<file path="config.mk">
export PLATFORM = sky130hd
export DESIGN_NAME = mem_req_arbiter
export DESIGN_NICKNAME = d
export VERILOG_FILES = /design/src/rtl/mem_arb_pkg.sv /design/src/rtl/arb_order_fifo.sv /design/src/rtl/mem_req_arbiter.sv
export SDC_FILE = /design/constraint.sdc
export NUM_CORES = 1
export LEC_CHECK = 0
export CORE_AREA = 2 2 127 129
export DETAILED_ROUTE_END_ITERATION = 8
export DIE_AREA = 0 0 129 131
export DONT_BUFFER_PORTS = 1
export PLACE_DENSITY = 0.3
export SLEW_MARGIN = 20
export SYNTH_ARGS = -nofsm -noshare
export SYNTH_HDL_FRONTEND = slang
export SYNTH_SLANG_ARGS = --single-unit
</file>
<file path="constraint.sdc">
create_clock -name aclk -period 5.6 [get_ports aclk]
set_input_delay 0.84 -clock aclk [delete_from_list [all_inputs] [get_ports aclk]]
set_output_delay 0.84 -clock aclk [all_outputs]
set_load 0.05 [all_outputs]
</file>
<file path="src/rtl/mem_arb_pkg.sv">
// Shared types and constants for the inst/data request arbiter in front of axi_bridge.
package mem_arb_pkg;

  localparam logic SRC_INST = 1'b0;
  localparam logic SRC_DATA = 1'b1;

  // Access size codes understood by axi_bridge.
  localparam logic [2:0] SIZE_BYTE = 3'd0;
  localparam logic [2:0] SIZE_HALF = 3'd1;
  localparam logic [2:0] SIZE_WORD = 3'd2;

  localparam int unsigned ADDR_W  = 32;
  localparam int unsigned DATA_W  = 32;
  localparam int unsigned STRB_W  = 4;
  localparam int unsigned SIZE_W  = 3;

  typedef enum logic {
    ARB_IDLE = 1'b0,
    ARB_HOLD = 1'b1
  } arb_state_e;

  // One SRAM-like request as presented to the bridge.
  typedef struct packed {
    logic              wr;
    logic [SIZE_W-1:0] size;
    logic [ADDR_W-1:0] addr;
    logic [STRB_W-1:0] wstrb;
    logic [DATA_W-1:0] wdata;
  } req_t;

  // Round-robin pick: a lone requester wins, a conflict goes to the one not granted last.
  function automatic logic rr_pick(input logic i_req, input logic d_req, input logic last);
    if (i_req && d_req) return ~last;
    if (d_req)          return SRC_DATA;
    return SRC_INST;
  endfunction

endpackage

</file>
<file path="src/rtl/arb_order_fifo.sv">
// 1-bit in-order FIFO recording which requester owns each outstanding request.
module arb_order_fifo #(
  parameter  int unsigned DEPTH = 4,
  localparam int unsigned PW    = $clog2(DEPTH),
  localparam int unsigned CW    = PW + 1
) (
  input  logic          clk,
  input  logic          rst_n,
  input  logic          push,
  input  logic          pop,
  input  logic          din,
  output logic          head,
  output logic          full,
  output logic          empty,
  output logic [CW-1:0] count
);

  logic [DEPTH-1:0] mem;
  logic [PW-1:0]    wr_ptr;
  logic [PW-1:0]    rd_ptr;

  // Storage, wrapping pointers and occupancy; push and pop together leave count unchanged.
  always_ff @(posedge clk or negedge rst_n) begin
    if (!rst_n) begin
      mem    <= '0;
      wr_ptr <= '0;
      rd_ptr <= '0;
      count  <= '0;
    end else begin
      if (push) begin
        mem[wr_ptr] <= din;
        wr_ptr      <= wr_ptr + PW'(1);
      end
      if (pop) begin
        rd_ptr <= rd_ptr + PW'(1);
      end
      case ({push, pop})
        2'b10:   count <= count + CW'(1);
        2'b01:   count <= count - CW'(1);
        default: ;
      endcase
    end
  end

  assign head  = mem[rd_ptr];
  assign full  = (count == CW'(DEPTH));
  assign empty = (count == CW'(0));

endmodule

</file>
<file path="src/rtl/mem_req_arbiter.sv">
// Round-robin arbiter sharing the axi_bridge SRAM-like port between inst and data requesters.
module mem_req_arbiter
  import mem_arb_pkg::*;
#(
  parameter int unsigned MAX_OUTSTANDING = 4
) (
  input  logic        aclk,
  input  logic        aresetn,
  input  logic        i_req,
  input  logic        i_wr,
  input  logic [2:0]  i_size,
  input  logic [31:0] i_addr,
  input  logic [3:0]  i_wstrb,
  input  logic [31:0] i_wdata,
  output logic        i_addr_ok,
  output logic        i_data_ok,
  output logic [31:0] i_rdata,
  input  logic        d_req,
  input  logic        d_wr,
  input  logic [2:0]  d_size,
  input  logic [31:0] d_addr,
  input  logic [3:0]  d_wstrb,
  input  logic [31:0] d_wdata,
  output logic        d_addr_ok,
  output logic        d_data_ok,
  output logic [31:0] d_rdata,
  output logic        m_req,
  output logic        m_wr,
  output logic [2:0]  m_size,
  output logic [31:0] m_addr,
  output logic [3:0]  m_wstrb,
  output logic [31:0] m_wdata,
  input  logic        m_addr_ok,
  input  logic        m_data_ok,
  input  logic [31:0] m_rdata,
  output logic        err_orphan
);

  localparam int unsigned CW = $clog2(MAX_OUTSTANDING) + 1;

  arb_state_e  state, state_nxt;
  logic        hold_src, hold_src_nxt;
  logic        last_grant, last_grant_nxt;
  logic        err_nxt;
  logic        sel, sel_req, fwd, accept, pop;
  logic        fifo_full, fifo_empty, fifo_head;
  logic [CW-1:0] fifo_count;
  req_t        i_pkt, d_pkt, m_pkt;

  assign i_pkt = '{wr: i_wr, size: i_size, addr: i_addr, wstrb: i_wstrb, wdata: i_wdata};
  assign d_pkt = '{wr: d_wr, size: d_size, addr: d_addr, wstrb: d_wstrb, wdata: d_wdata};

  // A response pops the owner only if one is recorded; otherwise it is an orphan.
  assign pop = aresetn && m_data_ok && !fifo_empty;

  // Source selection, forwarding gate, FSM next state and bookkeeping.
  always_comb begin
    state_nxt      = state;
    hold_src_nxt   = hold_src;
    last_grant_nxt = last_grant;
    err_nxt        = err_orphan;
    sel            = rr_pick(i_req, d_req, last_grant);
    sel_req        = i_req || d_req;
    if (state == ARB_HOLD) begin
      sel     = hold_src;
      sel_req = (hold_src == SRC_DATA) ? d_req : i_req;
    end
    // A full FIFO blocks forwarding unless a pop frees a slot this same cycle.
    fwd    = aresetn && sel_req && !(fifo_full && !pop);
    accept = fwd && m_addr_ok;
    case (state)
      ARB_IDLE: if (fwd && !m_addr_ok) begin
        state_nxt    = ARB_HOLD;
        hold_src_nxt = sel;
      end
      ARB_HOLD: if (accept) state_nxt = ARB_IDLE;
      default:  state_nxt = ARB_IDLE;
    endcase
    if (accept) last_grant_nxt = sel;
    if (m_data_ok && fifo_empty) err_nxt = 1'b1;
  end

  // Arbiter state, round-robin history and sticky orphan flag.
  always_ff @(posedge aclk or negedge aresetn) begin
    if (!aresetn) begin
      state      <= ARB_IDLE;
      hold_src   <= SRC_INST;
      last_grant <= SRC_INST;
      err_orphan <= 1'b0;
    end else begin
      state      <= state_nxt;
      hold_src   <= hold_src_nxt;
      last_grant <= last_grant_nxt;
      err_orphan <= err_nxt;
    end
  end

  arb_order_fifo #(.DEPTH(MAX_OUTSTANDING)) u_order_fifo (
    .clk   (aclk),
    .rst_n (aresetn),
    .push  (accept),
    .pop   (pop),
    .din   (sel),
    .head  (fifo_head),
    .full  (fifo_full),
    .empty (fifo_empty),
    .count (fifo_count)
  );

  // Occupancy can never exceed the configured depth.
  a_count_bound : assert property (@(posedge aclk) disable iff (!aresetn)
    fifo_count <= CW'(MAX_OUTSTANDING));

  // Steering of the selected request to the bridge and responses back to the owner.
  assign m_pkt     = aresetn ? ((sel == SRC_DATA) ? d_pkt : i_pkt) : '0;
  assign m_req     = fwd;
  assign m_wr      = m_pkt.wr;
  assign m_size    = m_pkt.size;
  assign m_addr    = m_pkt.addr;
  assign m_wstrb   = m_pkt.wstrb;
  assign m_wdata   = m_pkt.wdata;
  assign i_addr_ok = accept && (sel == SRC_INST);
  assign d_addr_ok = accept && (sel == SRC_DATA);
  assign i_data_ok = pop && (fifo_head == SRC_INST);
  assign d_data_ok = pop && (fifo_head == SRC_DATA);
  assign i_rdata   = aresetn ? m_rdata : '0;
  assign d_rdata   = aresetn ? m_rdata : '0;

endmodule

</file>
==> impl_metrics.py <==
metrics = {
    "floorplan": {
        "initial_core_util_pct": 16.0,
        "die_h_um": 131,
        "ioPinCount": 324,
        "core_area_um2": 15600,
        "num_rows": 46,
        "dieArea_um2": 16900,
        "die_w_um": 129,
    },
    "timing": {
        "fmax_ghz": 0.258,
        "fin_tns_setup_ns": 0,
        "worst_slew_margin_rel_pct": 26.3,
        "layout_setup_ws_ns": 1.73,
        "worst_slew_pin_slew_ns": 1.11,
        "finalClockSkew_ns": 0.000700,
        "setup-violations-final": 0,
        "slew_viol_final": 0,
        "timing.final.crit_share_pct": 69.1,
        "hold_viol_final": 0,
        "rsz0062_at_grt": "no",
        "fin_crit_ns": 3.87,
    },
    "synth": {
        "synth_fp_nets": 488,
        "synth_area_um2": 2500,
        "synth_cell_types": 32,
        "ys_ff_latch": 15,
        "yosysTopAreaCell": "mux2i_1",
        "postSynthAreaPerCell_um2": 8.33,
        "yosys-top-cells-area": "mux2i_1 (29%), nor2b_1 (18%), dfrtp_1 (15%)",
        "yosysSeqAreaShare_pct": 15.0,
        "yosys_warnings": 0,
        "netlist_instances": 300,
        "synth_top_cell_area_share_pct": 29.2,
    },
    "power_and_ir_drop": {
        "vdd_drop_max_mv": 0.187,
        "power.leakage_nw": 1.17,
        "cellPowerDensity_nw_per_um2": 580,
        "finalPower_mw": 1.48,
    },
    "placed_design": {
        "pre_cts_ws_ns": 1.69,
        "port_buffers": 0,
        "routabilityCongestion": 0.725,
        "place_hpwl_mm": 8.11,
    },
    "cts": {
        "clockBufferDepth": 2,
        "holdBufCountCts": 0,
        "cts_tree": "built",
        "root_buffer": "clkbuf_16",
        "cts_setup_buffers": 0,
        "h-tree-depth": 1,
        "cts_inserted_buffers": 3,
        "path_clk_slew_ns": 0.05,
        "clkLatencyLatePin_ns": 0.24,
        "cts.sinks": 15,
        "ctsResizeCount": 0,
    },
    "layout": {
        "multiInputGateArea_um2": 1760,
        "nNetsFinal": 444,
        "final_cell_mix": "mux2i_1 (73), nor2b_1 (72), and2_1 (34)",
        "antenna_cells": 0,
        "drive_above_1_share_pct": 4.71,
        "n_fill_cell": 1744,
        "areaGrowthSynthToFinish_pct": 2.05,
        "register_area_um2": 375,
        "final_common_cell": "mux2i_1",
    },
    "routing": {
        "drt-initial-drc-count": 86,
        "drt_wl_total_mm": 9.63,
        "avgRoutedWirePerCell_um": 20.4,
        "ant_nets": 0,
        "drt-pass1-iter-count": 4,
        "vias": 1932,
        "route.detailed.drc": 0,
        "vias_per_cell": 4.10,
    },
    "min_path": {
        "hold_path.class": "primary input to async pin",
    },
    "run": {
        "cap_violations": 0,
    },
    "critical_path": {
        "cp_cell_sequence": "a21boi_1 > mux2i_4 > buf_12 > mux2i_1 > nor2b_1",
        "cpPeakStageDelay_ns": 0.80,
        "worst-path-stages": 5,
        "critPathSlowestCell": "nor2b_1",
        "path_max_fanout": 64,
        "start_kind": "primary input",
        "worstReg2RegStart": "u_order_fifo.count[0]",
        "rr_worst_depth": 10,
        "startpoint": "d_req",
        "crit_family": "simple AND/OR/NAND/NOR gates",
        "end_kind": "output pin",
        "crit_buf_inv": 1,
        "crit_required_ns": 4.76,
        "crit_arrival_ns": 3.03,
        "crit_type": "primary input to output pin",
    },
    "global_routing": {
        "top_usage_layer": "met2",
        "grt_util_met3_pct": 4.07,
        "met1_usage_pct": 10.1,
        "use_met2_pct": 17.2,
        "grt_pass1_vias": 1730,
        "grt_max_degree": 123,
        "track_usage_pct": 9.35,
        "grt_pass1_wl_mm": 11.6,
        "grt_antenna_before_repair": 0,
        "overflow": 0,
    },
    "run_status": {
        "outcome": "completed",
    },
}
routing by layer:
layer  wire (µm)  up-vias
met5           0        -
met4         101        0
met3        1220       12
met2        5000      194
met1        3310      849
li1            -      877
cells in the mapped netlist:
library cell,number
mux2_2,1
or3_1,1
nor3_1,1
a31oi_1,5
nor4b_1,1
nor2b_1,72
mux2i_2,1
buf_4,33
o21ai_0,2
and2_1,34
nand2b_1,1
clkbuf_1,11
o21bai_1,1
nor2_1,5
dfrtp_1,15
xnor2_1,4
o211ai_1,1
nand3_1,1
or2_2,1
mux2i_1,73
xor2_1,2
buf_6,2
a311oi_2,1
inv_1,8
ha_1,5
a21oi_1,5
mux4_2,1
inv_2,1
nand2_1,3
a21boi_1,1
buf_2,6
fa_1,1
kinds of logic (layout without fill, tap and decap cells):
logic type / after synthesis / count (layout) / share of synthesized area (%)
XOR/XNOR: 6 / 6 / 2.10
multiplexers: 76 / 76 / 31.1
buffers and inverters: 61 / 16 / 15.0
adder cells (fa/ha/maj): 6 / 6 / 3.30
AO/OA/AOI/OAI: 16 / 16 / 4.16
flip-flops: 15 / 15 / 15.0
AND/OR/NAND/NOR: 120 / 120 / 29.2
sequential cells by signal (all words and copies together) (netlist names), named ones only:
signal / cells
u_order_fifo.mem: 4
err_orphan: 1
u_order_fifo.count: 3
u_order_fifo.rd_ptr: 2
u_order_fifo.wr_ptr: 2
last_grant: 1
hold_src: 1
area by class of cell:
cell class	count	share of cell area (%)
clock buffer	4	3.09
inverter	9	1.32
multi-input combinational	224	68.9
sequential	15	14.7
tap	216	10.6
timing repair buffer	3	1.37
power by group:
group	switching [mW]	internal [mW]
Clock	0.0437	0.0965
Sequential	0.0558	0.163
Combinational	0.813	0.306
stage by stage:
stage,hold WS [ns],instances,utilization [%],area [µm²]
3_3_place_gp,0.472,467,15.8,2470
3_5_place_dp,0.472,467,15.8,2470
6_report,0.291,471,16.3,2550
5_1_grt,0.276,471,16.3,2550
2_1_floorplan,0.447,300,-,2500
4_1_cts,0.286,471,16.3,2550
final timing paths:
path | slack (ns) | to
hold / removal | 0.29 | u_order_fifo.rd_ptr[1]
max in group asynchronous | 5.23 | err_orphan
hold reg to reg | 0.48 | u_order_fifo.count[2]
setup / recovery | 1.73 | m_addr[23]
setup reg to reg | 3.26 | u_order_fifo.count[2]
min in group aclk | 0.48 | u_order_fifo.count[2]
Note: power is estimated with default switching activity, not from simulation.
